### config.mk
export PLATFORM = sky130hd
export DESIGN_NAME = mem_port_arbiter
export DESIGN_NICKNAME = d
export VERILOG_FILES = /design/src/rtl/mem_arb_pkg.sv /design/src/rtl/mem_arb_pick.sv /design/src/rtl/mem_port_arbiter.sv
export SDC_FILE = /design/constraint.sdc
export NUM_CORES = 1
export LEC_CHECK = 0
export ABC_AREA = 1
export BUFFER_PORTS_ARGS = -buffer_cell sky130_fd_sc_hd__buf_2
export CAP_MARGIN = 10
export CORE_MARGIN = 1.5
export CORE_UTILIZATION = 51
export DETAILED_ROUTE_END_ITERATION = 8
export GPL_ROUTABILITY_DRIVEN = 0
export GPL_TIMING_DRIVEN = 0
export PLACE_DENSITY_LB_ADDON = 0.3
export SLEW_MARGIN = 10
export SYNTH_ARGS = -nofsm -noshare
export SYNTH_HDL_FRONTEND = slang
export SYNTH_SLANG_ARGS = --single-unit
### constraint.sdc
create_clock -name clk -period 2.5 [get_ports clk]
set_input_delay 0.25 -clock clk [delete_from_list [all_inputs] [get_ports clk]]
set_output_delay 0.25 -clock clk [all_outputs]
set_load 0.05 [all_outputs]
### src/rtl/mem_arb_pkg.sv
`default_nettype none
// ============================================================================
// Module   : mem_arb_pkg
// Purpose  : Shared constants for the data-memory port arbiter: FSM state
//            encoding, requester port IDs and the latency-counter sizing.
// Revision : 1.0 - initial release
// ============================================================================
package mem_arb_pkg;

  // Sequencer states (2-bit encoding)
  localparam logic [1:0] ST_IDLE  = 2'd0;
  localparam logic [1:0] ST_ISSUE = 2'd1;
  localparam logic [1:0] ST_WAIT  = 2'd2;
  localparam logic [1:0] ST_ACK   = 2'd3;

  // Requester port identifiers
  localparam logic PORT_DCACHE = 1'b0;
  localparam logic PORT_AUX    = 1'b1;

  // Largest supported read latency; the counter is sized to hold it
  localparam int MAX_LATENCY = 7;
  localparam int CNT_W       = $clog2(MAX_LATENCY + 1);

endpackage
`default_nettype wire

### src/rtl/mem_arb_pick.sv
`default_nettype none
// ============================================================================
// Module   : mem_arb_pick
// Purpose  : Two-input request picker. A lone request always wins. On a tie
//            the build option MEM_ARB_ROUND_ROBIN_EN selects round-robin
//            (port not served last wins, last_grant flop present); without
//            it port 0 wins every tie and no state is kept.
// Revision : 1.0 - initial release
// ============================================================================
module mem_arb_pick
  import mem_arb_pkg::*;
(
`ifdef MEM_ARB_ROUND_ROBIN_EN
  input  logic clk,
  input  logic rst_n,
  input  logic grant_en_i,
`endif
  input  logic req0_i,
  input  logic req1_i,
  output logic winner_o
);

`ifdef MEM_ARB_ROUND_ROBIN_EN
  logic last_grant_q;

  // Remember who was served last; reset to port 1 so port 0 wins the first tie
  always_ff @(posedge clk or negedge rst_n) begin
    if (!rst_n) begin
      last_grant_q <= PORT_AUX;
    end else if (grant_en_i) begin
      last_grant_q <= winner_o;
    end
  end

  // Tie goes to the port that was not served last
  always_comb begin
    winner_o = PORT_DCACHE;
    if (req0_i && req1_i) begin
      winner_o = ~last_grant_q;
    end else if (req1_i) begin
      winner_o = PORT_AUX;
    end
  end
`else
  // Fixed priority: port 1 wins only when it is the sole requester
  always_comb begin
    winner_o = PORT_DCACHE;
    if (req1_i && !req0_i) begin
      winner_o = PORT_AUX;
    end
  end
`endif

endmodule
`default_nettype wire

### src/rtl/mem_port_arbiter.sv
`default_nettype none
// ============================================================================
// Module   : mem_port_arbiter
// Purpose  : Arbitrates the data-cache port (0) and a secondary master (1)
//            onto one data-memory port. One transaction at a time:
//            IDLE -> ISSUE -> (WAIT for reads) -> ACK -> IDLE.
//            Build option: MEM_ARB_ROUND_ROBIN_EN selects round-robin tie
//            breaking; default is fixed priority to port 0.
// Revision : 1.0 - initial release
// ============================================================================
module mem_port_arbiter
  import mem_arb_pkg::*;
#(
  parameter int ADDR_W      = 8,
  parameter int DATA_W      = 8,
  parameter int MEM_LATENCY = 2
) (
  input  logic              clk,
  input  logic              rst_n,
  input  logic              p0_req_i,
  input  logic              p0_we_i,
  input  logic [ADDR_W-1:0] p0_addr_i,
  input  logic [DATA_W-1:0] p0_wdata_i,
  output logic              p0_ack_o,
  output logic [DATA_W-1:0] p0_rdata_o,
  input  logic              p1_req_i,
  input  logic              p1_we_i,
  input  logic [ADDR_W-1:0] p1_addr_i,
  input  logic [DATA_W-1:0] p1_wdata_i,
  output logic              p1_ack_o,
  output logic [DATA_W-1:0] p1_rdata_o,
  output logic [ADDR_W-1:0] mem_addr_o,
  output logic              mem_re_o,
  output logic              mem_we_o,
  output logic [DATA_W-1:0] mem_wdata_o,
  input  logic [DATA_W-1:0] mem_rdata_i,
  output logic              busy_o,
  output logic              grant_id_o
);

  localparam logic [CNT_W-1:0] LAT_LOAD = CNT_W'(MEM_LATENCY);
  localparam logic [CNT_W-1:0] CNT_ONE  = CNT_W'(1);

  logic [1:0]        state_q, state_d;
  logic              grant_q, grant_d;
  logic              we_q, we_d;
  logic [ADDR_W-1:0] addr_q, addr_d;
  logic [DATA_W-1:0] wdata_q, wdata_d;
  logic [CNT_W-1:0]  cnt_q, cnt_d;
  logic [DATA_W-1:0] p0_rdata_q, p0_rdata_d;
  logic [DATA_W-1:0] p1_rdata_q, p1_rdata_d;

  logic w_any_req;
  logic w_winner;

  assign w_any_req = p0_req_i | p1_req_i;

`ifdef MEM_ARB_ROUND_ROBIN_EN
  logic w_grant_en;
  assign w_grant_en = (state_q == ST_IDLE) && w_any_req;
`endif

  mem_arb_pick u_pick (
`ifdef MEM_ARB_ROUND_ROBIN_EN
    .clk        (clk),
    .rst_n      (rst_n),
    .grant_en_i (w_grant_en),
`endif
    .req0_i     (p0_req_i),
    .req1_i     (p1_req_i),
    .winner_o   (w_winner)
  );

  // Next-state logic: grant and latch in IDLE, strobe in ISSUE, count in WAIT
  always_comb begin
    state_d    = state_q;
    grant_d    = grant_q;
    we_d       = we_q;
    addr_d     = addr_q;
    wdata_d    = wdata_q;
    cnt_d      = cnt_q;
    p0_rdata_d = p0_rdata_q;
    p1_rdata_d = p1_rdata_q;

    case (state_q)
      ST_IDLE: begin
        if (w_any_req) begin
          grant_d = w_winner;
          we_d    = (w_winner == PORT_AUX) ? p1_we_i    : p0_we_i;
          addr_d  = (w_winner == PORT_AUX) ? p1_addr_i  : p0_addr_i;
          wdata_d = (w_winner == PORT_AUX) ? p1_wdata_i : p0_wdata_i;
          state_d = ST_ISSUE;
        end
      end
      ST_ISSUE: begin
        if (we_q) begin
          state_d = ST_ACK;
        end else begin
          cnt_d   = LAT_LOAD;
          state_d = ST_WAIT;
        end
      end
      ST_WAIT: begin
        // Counter runs MEM_LATENCY..1; data is valid in the cycle it reads 1
        cnt_d = cnt_q - CNT_ONE;
        if (cnt_q == CNT_ONE) begin
          if (grant_q == PORT_AUX) begin
            p1_rdata_d = mem_rdata_i;
          end else begin
            p0_rdata_d = mem_rdata_i;
          end
          state_d = ST_ACK;
        end
      end
      ST_ACK: begin
        state_d = ST_IDLE;
      end
      default: begin
        state_d = ST_IDLE;
      end
    endcase
  end

  // State and datapath registers; reset abandons any transaction in flight
  always_ff @(posedge clk or negedge rst_n) begin
    if (!rst_n) begin
      state_q    <= ST_IDLE;
      grant_q    <= PORT_DCACHE;
      we_q       <= 1'b0;
      addr_q     <= '0;
      wdata_q    <= '0;
      cnt_q      <= '0;
      p0_rdata_q <= '0;
      p1_rdata_q <= '0;
    end else begin
      state_q    <= state_d;
      grant_q    <= grant_d;
      we_q       <= we_d;
      addr_q     <= addr_d;
      wdata_q    <= wdata_d;
      cnt_q      <= cnt_d;
      p0_rdata_q <= p0_rdata_d;
      p1_rdata_q <= p1_rdata_d;
    end
  end

  // Outputs decode directly from registers so reset clears them at once
  assign mem_addr_o  = addr_q;
  assign mem_wdata_o = wdata_q;
  assign mem_re_o    = (state_q == ST_ISSUE) && !we_q;
  assign mem_we_o    = (state_q == ST_ISSUE) && we_q;
  assign busy_o      = (state_q != ST_IDLE);
  assign grant_id_o  = grant_q;
  assign p0_ack_o    = (state_q == ST_ACK) && (grant_q == PORT_DCACHE);
  assign p1_ack_o    = (state_q == ST_ACK) && (grant_q == PORT_AUX);
  assign p0_rdata_o  = p0_rdata_q;
  assign p1_rdata_o  = p1_rdata_q;

endmodule
`default_nettype wire
# Yosys cells after proc, flatten, opt, wreduce, memory -nomap -nowiden
# Index checks and enable logic that the tools add are counted.
[totals]
memories = 0
in_bits = 46
regBits = 39
mem_bits_ro = 0
wordCells = 43
mem_bits_rw = 0
latchBits = 0
[classes]
bitwise_logic = 2
reduce_logical = 15
shift = 0
n_div = 0
magnitude_cmp = 0
n_mul = 0
n_mux = 10
add_sub_neg = 1
eq_ne = 7
[op_table]
columns = ["cell", "n"]
rows = [
  ["8-bit 2-to-1 mux", 2],
  ["2-bit case mux with 4 select lines", 1],
  ["2-bit inequality test, second input constant", 3],
  ["3-bit case mux with 2 select lines", 1],
  ["2-bit AND reduction", 3],
  ["3-bit AND reduction", 2],
  ["1-bit logical AND", 5],
  ["2-bit equality test, second input constant", 2],
  ["2-bit 2-to-1 mux", 2],
  ["2-bit nonzero test", 2],
  ["3-bit by 1-bit equality test with 1-bit output, second input constant", 1],
  ["1-bit 2-to-1 mux", 3],
  ["3-bit 2-to-1 mux", 1],
  ["3-bit by 1-bit subtractor with 3-bit output, second input constant", 1],
  ["2-bit by 1-bit equality test with 1-bit output, second input constant", 1],
  ["1-bit logical NOT", 2],
  ["2-bit logical NOT", 1],
  ["1-bit inverter", 1],
  ["1-bit bitwise OR", 1],
]

# Longest topological paths before layout
# Gate-level depths: netlist (run 1).
[logic_depth]
word_depth = 4
depth_mapped = 8

# Cells and area by module
# Synthesis (run 1) repeated with hierarchy kept, for this count alone.
[hier_totals]
hier_cells = 245
hier_area_um2 = 1969.4
[by_module_without_submodules]
columns = ["mod", "seq_area_each_um2", "area_each_um2", "n_inst", "cells_per_inst"]
rows = [
  ["mem_port_arbiter", 975.9, 1959.4, 1, 243],
  ["mem_arb_pick", 0.0, 10.0, 1, 2],
]

# Worst setup path before layout (run 1)
# OpenSTA, ideal clock, no wires.
[synth_path]
path_type = "reg-to-output"
start = "register grant_q, in the netlist grant_id_o"
end = "output port p0_ack_o"
path_slack_ns = 0.894
t_arrival_ns = 1.356
stages_incl_launch_ff = 2
path_cell_list = "dfrtp_1 -> nor2_1"
[synth_between]
elab_chain_cells = 2
[synth_rtl]
columns = ["item", "line", "source"]
rows = [
  ["from (decl)", "mem_port_arbiter.sv:45", "logic grant_q, grant_d;"],
  ["from (signal assigned)", "mem_port_arbiter.sv:137", "grant_q <= grant_d;"],
  ["1-bit inverter", "mem_port_arbiter.sv:154", "assign p0_ack_o = (state_q == ST_ACK) && (grant_q == PORT_DCACHE);"],
  ["1-bit logical AND", "mem_port_arbiter.sv:154", ""],
  ["to (decl)", "mem_port_arbiter.sv:24", "output logic p0_ack_o,"],
]
# Every way passes these cells.

# Worst setup path in the final report (run 1)
[layout_path]
start = "register state_q[1]"
end = "output port mem_we_o"
[layout_between]
elab_chain_cells = 2
[layout_rtl]
columns = ["item", "line", "source"]
rows = [
  ["from (decl)", "mem_port_arbiter.sv:44", "logic [1:0] state_q, state_d;"],
  ["from (signal assigned)", "mem_port_arbiter.sv:136", "state_q <= state_d;"],
  ["2-bit by 1-bit equality test with 1-bit output", "mem_port_arbiter.sv:151", "assign mem_we_o = (state_q == ST_ISSUE) && we_q;"],
  ["1-bit logical AND", "mem_port_arbiter.sv:151", ""],
  ["to (decl)", "mem_port_arbiter.sv:34", "output logic mem_we_o,"],
]
# Every way passes these cells.

==> flow_summary.json, run 1 <==
{
  "status": "completed",
  "nFillCells": 320,
  "initial_utilization": 0.537,
  "cts_resized": 0,
  "wire_per_inst_um": 10.6,
  "grt_pass1_wl_mm": 7.07,
  "dieHeight_um": 65.6,
  "yosys_warnings": 0,
  "ctsHoldBuffers": 0,
  "grt_max_degree": 40,
  "drt-pass1-iter-count": 4,
  "syn_to_final_growth_pct": 27.9,
  "ys_seq_elements": 39,
  "critPathLaunchType": "flip-flop",
  "setup_viol": 0,
  "r2r_setup_slack_ns": 0.88,
  "utilization": 0.687,
  "vias": 1785,
  "post_synth_num_cell_types": 18,
  "syn_area_mm2": 0.00200,
  "routed_wirelength_mm": 4.06,
  "cp.required_ns": 2.25,
  "finalNetCount": 388,
  "cts_tree": "yes",
  "n_antenna_cell": 0,
  "die-area_mm2": 0.00430,
  "synth.net_count": 298,
  "ant_nets": 0,
  "maxSlewHeadroom": 0.446,
  "synthTopCellsByArea": "dfrtp_1 (49%), nand2_1 (16%), o21ai_2 (7.0%)",
  "cp.arrival_ns": 1.48,
  "final_cell_mix": "nand2_1 (86), buf_2 (86), dfrtp_1 (39)",
  "fin_skew_ns": 0.00452,
  "syn_avg_cell_area_um2": 8.15,
  "synth_top_area_frac": 0.489,
  "ir_worst_vdd_mv": 0.914,
  "multi_input_comb_area_um2": 812,
  "maxSlewViolCount": 0,
  "end_kind": "output pin",
  "critPathKind": "reg -> out",
  "hold_viol": 0,
  "register_area_um2": 976,
  "clockBufferDepth": 2,
  "antenna_found_initial": 0,
  "clkSinkCount": 39,
  "rr_startpoint": "state_q[0]",
  "maxCapViolCount": 0,
  "core_area_mm2": 0.00372,
  "viasPerCell": 4.65,
  "grt_pass1_vias": 1687,
  "startpoint": "state_q[1]",
  "fin_cells": 384,
  "layout-drive-gt1-share": 0.348,
  "total_leakage_power_nw": 1.49,
  "fin_setup_tns_ns": 0,
  "port_buffers": 83,
  "dp_hpwl_mm": 3.06,
  "placed_cells": 376,
  "drc": 0,
  "path_clk_slew_ns": 0.07,
  "numCtsBuffers": 5,
  "crit_fanout": 5,
  "timing.fmax_mhz": 577,
  "tightest_slew_ns": 0.830,
  "hold_class": "in -> async",
  "period_share": 0.693,
  "grt_overflow": 0,
  "post_cts_buffers": 0,
  "yosysSeqAreaShare": 0.489,
  "pin_count": 84,
  "r2r_cells": 6,
  "syn_inst": 245,
  "die_w_um": 65.6,
  "grtUsageTotal": 0.214,
  "clock_latency_ns": 0.28,
  "timing.rr.end": "p0_rdata_o[5]",
  "period_needed_ns": 1.73,
  "num_rows": 22,
  "power_density_mw_per_mm2": 1490,
  "cts-root-buf": "clkbuf_8",
  "htree_levels": 2,
  "rsz0062_at_grt": "no",
  "synth_top_area_cell": "dfrtp_1",
  "drt-initial-drc-count": 75
}
[area by class of cell]
class | instances | share of cell area
sequential | 39 | 0.382
multi-input combinational | 160 | 0.318
timing repair buffer | 83 | 0.163
inverter | 39 | 0.0583
clock buffer | 7 | 0.0299
buffer | 7 | 0.0235
tap | 48 | 0.0235
clock inverter | 1 | 0.00196
[report_power, final]
| part | total, W | switching (W) | internal, W |
|---|---|---|---|
| clock network | 0.000393 | 0.000197 | 0.000195 |
| registers | 0.00114 | 0.000196 | 0.000949 |
| logic | 0.00227 | 0.00170 | 0.000574 |
| total | 0.00381 | 0.00209 | 0.00172 |
[Yosys cell counts]
cell type and count:
o21ai_1 10, nor2_1 22, nand3b_1 1, inv_1 37, inv_4 1, o21ai_0 11
buf_6 4, nand4_4 1, nor2_4 1, inv_2 1, ha_1 7, dfrtp_1 39
nand3_1 3, o21ai_2 16, buf_2 3, nand3_2 1, nand2_1 86, xor2_1 1
[registers in the layout (all words and copies together) (netlist names)]
register	cells
mem_wdata_o	8
grant_id_o	1
p1_rdata_o	8
state_q	2
p0_rdata_o	8
mem_addr_o	8
cnt_q	3
we_q	1
[worst max-delay path by stage]
stage	slack, ns	to	cells past startpoint
final	0.77	mem_we_o	5
after global routing	0.66	mem_we_o	5
after CTS	0.75	mem_we_o	5
after detailed placement	0.87	grant_id_o	8
after global placement	0.92	grant_id_o	8
after floorplan	0.89	p0_ack_o	1
[routing by layer]
layer	part of all wire	GRT usage	vias up
met5	0	0	-
met4	0.014	0.0703	0
met3	0.062	0.0565	6
met2	0.47	0.370	64
li1	-	-	923
met1	0.45	0.259	792
[critical path, stage by stage (launching register included)]
cell and delay (ns):
dfrtp_1 0.43, inv_1 0.12, ha_1 0.22, nand2_1 0.08, inv_1 0.09, buf_2 0.27
[logic make-up after synthesis]
group,Yosys count,synth area share
simple gates,115,0.236
buf+inv,46,0.105
flops,39,0.489
compound gates,37,0.123
fa+ha+maj,7,0.0439
xor+xnor,1,0.00439
[stage by stage]
stage               area [um^2]  hold slack [ns]  total power, W  setup slack, ns
floorplan                  2000          -0.0456         0.00291            0.894
global placement           2470            0.410         0.00339            0.925
detailed placement         2470            0.405         0.00344            0.869
CTS                        2550           0.0894         0.00385            0.748
global route               2550            0.142         0.00409            0.656
finish                     2550           0.0657         0.00381            0.768
Note: power is estimated with default switching activity, not from simulation.
==> inputs of run 2 (changes only) <==
--- a/config.mk
+++ b/config.mk
@@ -9,7 +9,7 @@
 export BUFFER_PORTS_ARGS = -buffer_cell sky130_fd_sc_hd__buf_2
 export CAP_MARGIN = 10
 export CORE_MARGIN = 1.5
-export CORE_UTILIZATION = 51
+export CORE_UTILIZATION = 48
 export DETAILED_ROUTE_END_ITERATION = 8
 export GPL_ROUTABILITY_DRIVEN = 0
 export GPL_TIMING_DRIVEN = 0
==> constraint.sdc (replaced) <==
create_clock -name clk -period 1.6 [get_ports clk]
set_input_delay 0.16 -clock clk [delete_from_list [all_inputs] [get_ports clk]]
set_output_delay 0.16 -clock clk [all_outputs]
set_load 0.05 [all_outputs]
==> flow_summary.json, run 2 (synthesis gave the netlist of run 1 again) <==
{
  "tightest_slew_ns": 0.856,
  "clock_latency_ns": 0.28,
  "finalNetCount": 390,
  "hold_viol": 39,
  "p_comb_frac": 0.600,
  "layout_setup_ws_ns": 0.0564,
  "total_leakage_power_nw": 1.50,
  "critPathKind": "reg -> out",
  "p_sw_w": 0.00330,
  "drt-pass1-iter-count": 4,
  "fin_skew_ns": 0.00172,
  "p_int_w": 0.00274,
  "port_buffers": 83,
  "antenna_found_initial": 0,
  "final_cell_mix": "nand2_1 (86), buf_2 (83), dfrtp_1 (38)",
  "timing.rr.end": "p0_rdata_o[6]",
  "timing.fmax_mhz": 648,
  "clkPwrFrac": 0.106,
  "num_rows": 23,
  "pin_count": 84,
  "r2r_cells": 6,
  "wire_per_inst_um": 10.5,
  "cp.required_ns": 1.44,
  "ant_nets": 0,
  "viasPerCell": 4.56,
  "maxSlewViolCount": 0,
  "seqPwrFrac": 0.294,
  "fin_setup_tns_ns": 0,
  "rsz0062_at_grt": "yes",
  "initial_utilization": 0.499,
  "n_antenna_cell": 0,
  "rr_startpoint": "state_q[0]",
  "status": "finished, violations left",
  "core_area_mm2": 0.00400,
  "die-area_mm2": 0.00456,
  "syn_to_final_growth_pct": 29.8,
  "grt_overflow": 0,
  "violations": "negative hold slack",
  "cts-root-buf": "clkbuf_8",
  "dp_hpwl_mm": 3.00,
  "dp_slack_ns": -0.00209,
  "whs_ns": -0.0178,
  "period_needed_ns": 1.54,
  "power_w": 0.00604,
  "grtUsageTotal": 0.194,
  "crit_fanout": 4,
  "cp.arrival_ns": 1.38,
  "ir_worst_vdd_mv": 1.20,
  "maxSlewHeadroom": 0.429,
  "clockBufferDepth": 2,
  "clkSinkCount": 39,
  "swShare": 0.546,
  "numCtsBuffers": 5,
  "power_density_mw_per_mm2": 2330,
  "setup_viol": 0,
  "end_kind": "output pin",
  "grt_pass1_wl_mm": 6.70,
  "startpoint": "state_q[1]",
  "drc": 0,
  "critPathLaunchType": "flip-flop",
  "r2r_setup_slack_ns": 0.06,
  "drt-initial-drc-count": 60,
  "ctsHoldBuffers": 0,
  "htree_levels": 2,
  "vias": 1770,
  "period_share": 0.965,
  "maxCapViolCount": 0,
  "grt_max_degree": 40,
  "hold_class": "in -> async",
  "grt_pass1_vias": 1572,
  "routed_wirelength_mm": 4.07,
  "dieHeight_um": 67.5,
  "layout_commonest_cell": "nand2_1",
  "path_clk_slew_ns": 0.07,
  "cts_tree": "yes",
  "die_w_um": 67.5,
  "layout-drive-gt1-share": 0.364
}
==> run 2: timing repair <==
item                       CTS  global route
setup endpoints to repair    3            16
hold endpoints to repair     0             0
pin swaps                    0             1
resized for setup            3             4
buffers inserted             0             2
==> run 2: worst max-delay path: stages, from the launching register on <==
cell,delay (ns)
dfrtp_1,0.42
inv_1,0.12
ha_2,0.21
nand2_1,0.07
inv_1,0.11
buf_6,0.17
==> run 2: worst max-delay path by stage <==
stage / to / slack (ns) / depth (start not counted)
final: mem_we_o / 0.06 / 5
after global routing: p0_rdata_o[6] / -0.04 / 6
after CTS: busy_o / 0.005 / 4
after detailed placement: p0_rdata_o[6] / -0.002 / 6
after global placement: grant_id_o / 0.02 / 8
after floorplan: grant_id_o / 0.07 / 8
==> run 2: power groups by stage <==
stage	sequential (W)	clock [W]	combinational [W]
6_report	0.00177	0.000644	0.00363
5_1_grt	0.00183	0.000704	0.00393
4_1_cts	0.00177	0.000668	0.00360
3_5_place_dp	0.00178	0	0.00358
3_3_place_gp	0.00177	0	0.00353
2_1_floorplan	0.00324	0	0.00131
==> run 2: stage by stage <==
step	std cells	area [um^2]	hold WS [ns]	util
2_1_floorplan	245	2000	-0.136	-
3_3_place_gp	378	2470	0.323	0.619
3_5_place_dp	378	2470	0.327	0.619
4_1_cts	386	2570	0.0140	0.642
5_1_grt	388	2590	0.0390	0.648
6_report	388	2590	-0.0178	0.648
==> run 2: final cells by class <==
| cell class | count | area, um^2 |
|---|---|---|
| repair buffers | 85 | 442 |
| clock buffers | 6 | 72.6 |
| plain buffers | 7 | 60.1 |
| multi-input cells | 160 | 817 |
| fillers | 376 | 1410 |
| flip-flops and latches | 39 | 977 |
| inverters | 39 | 149 |
| clock inverters | 2 | 12.5 |
| well taps | 50 | 62.6 |
==> run 2: per-layer routing <==
layer	track usage	routed length, um
met5	0	0
met4	0.0714	59
met2	0.317	1900
met3	0.0467	249
met1	0.249	1860
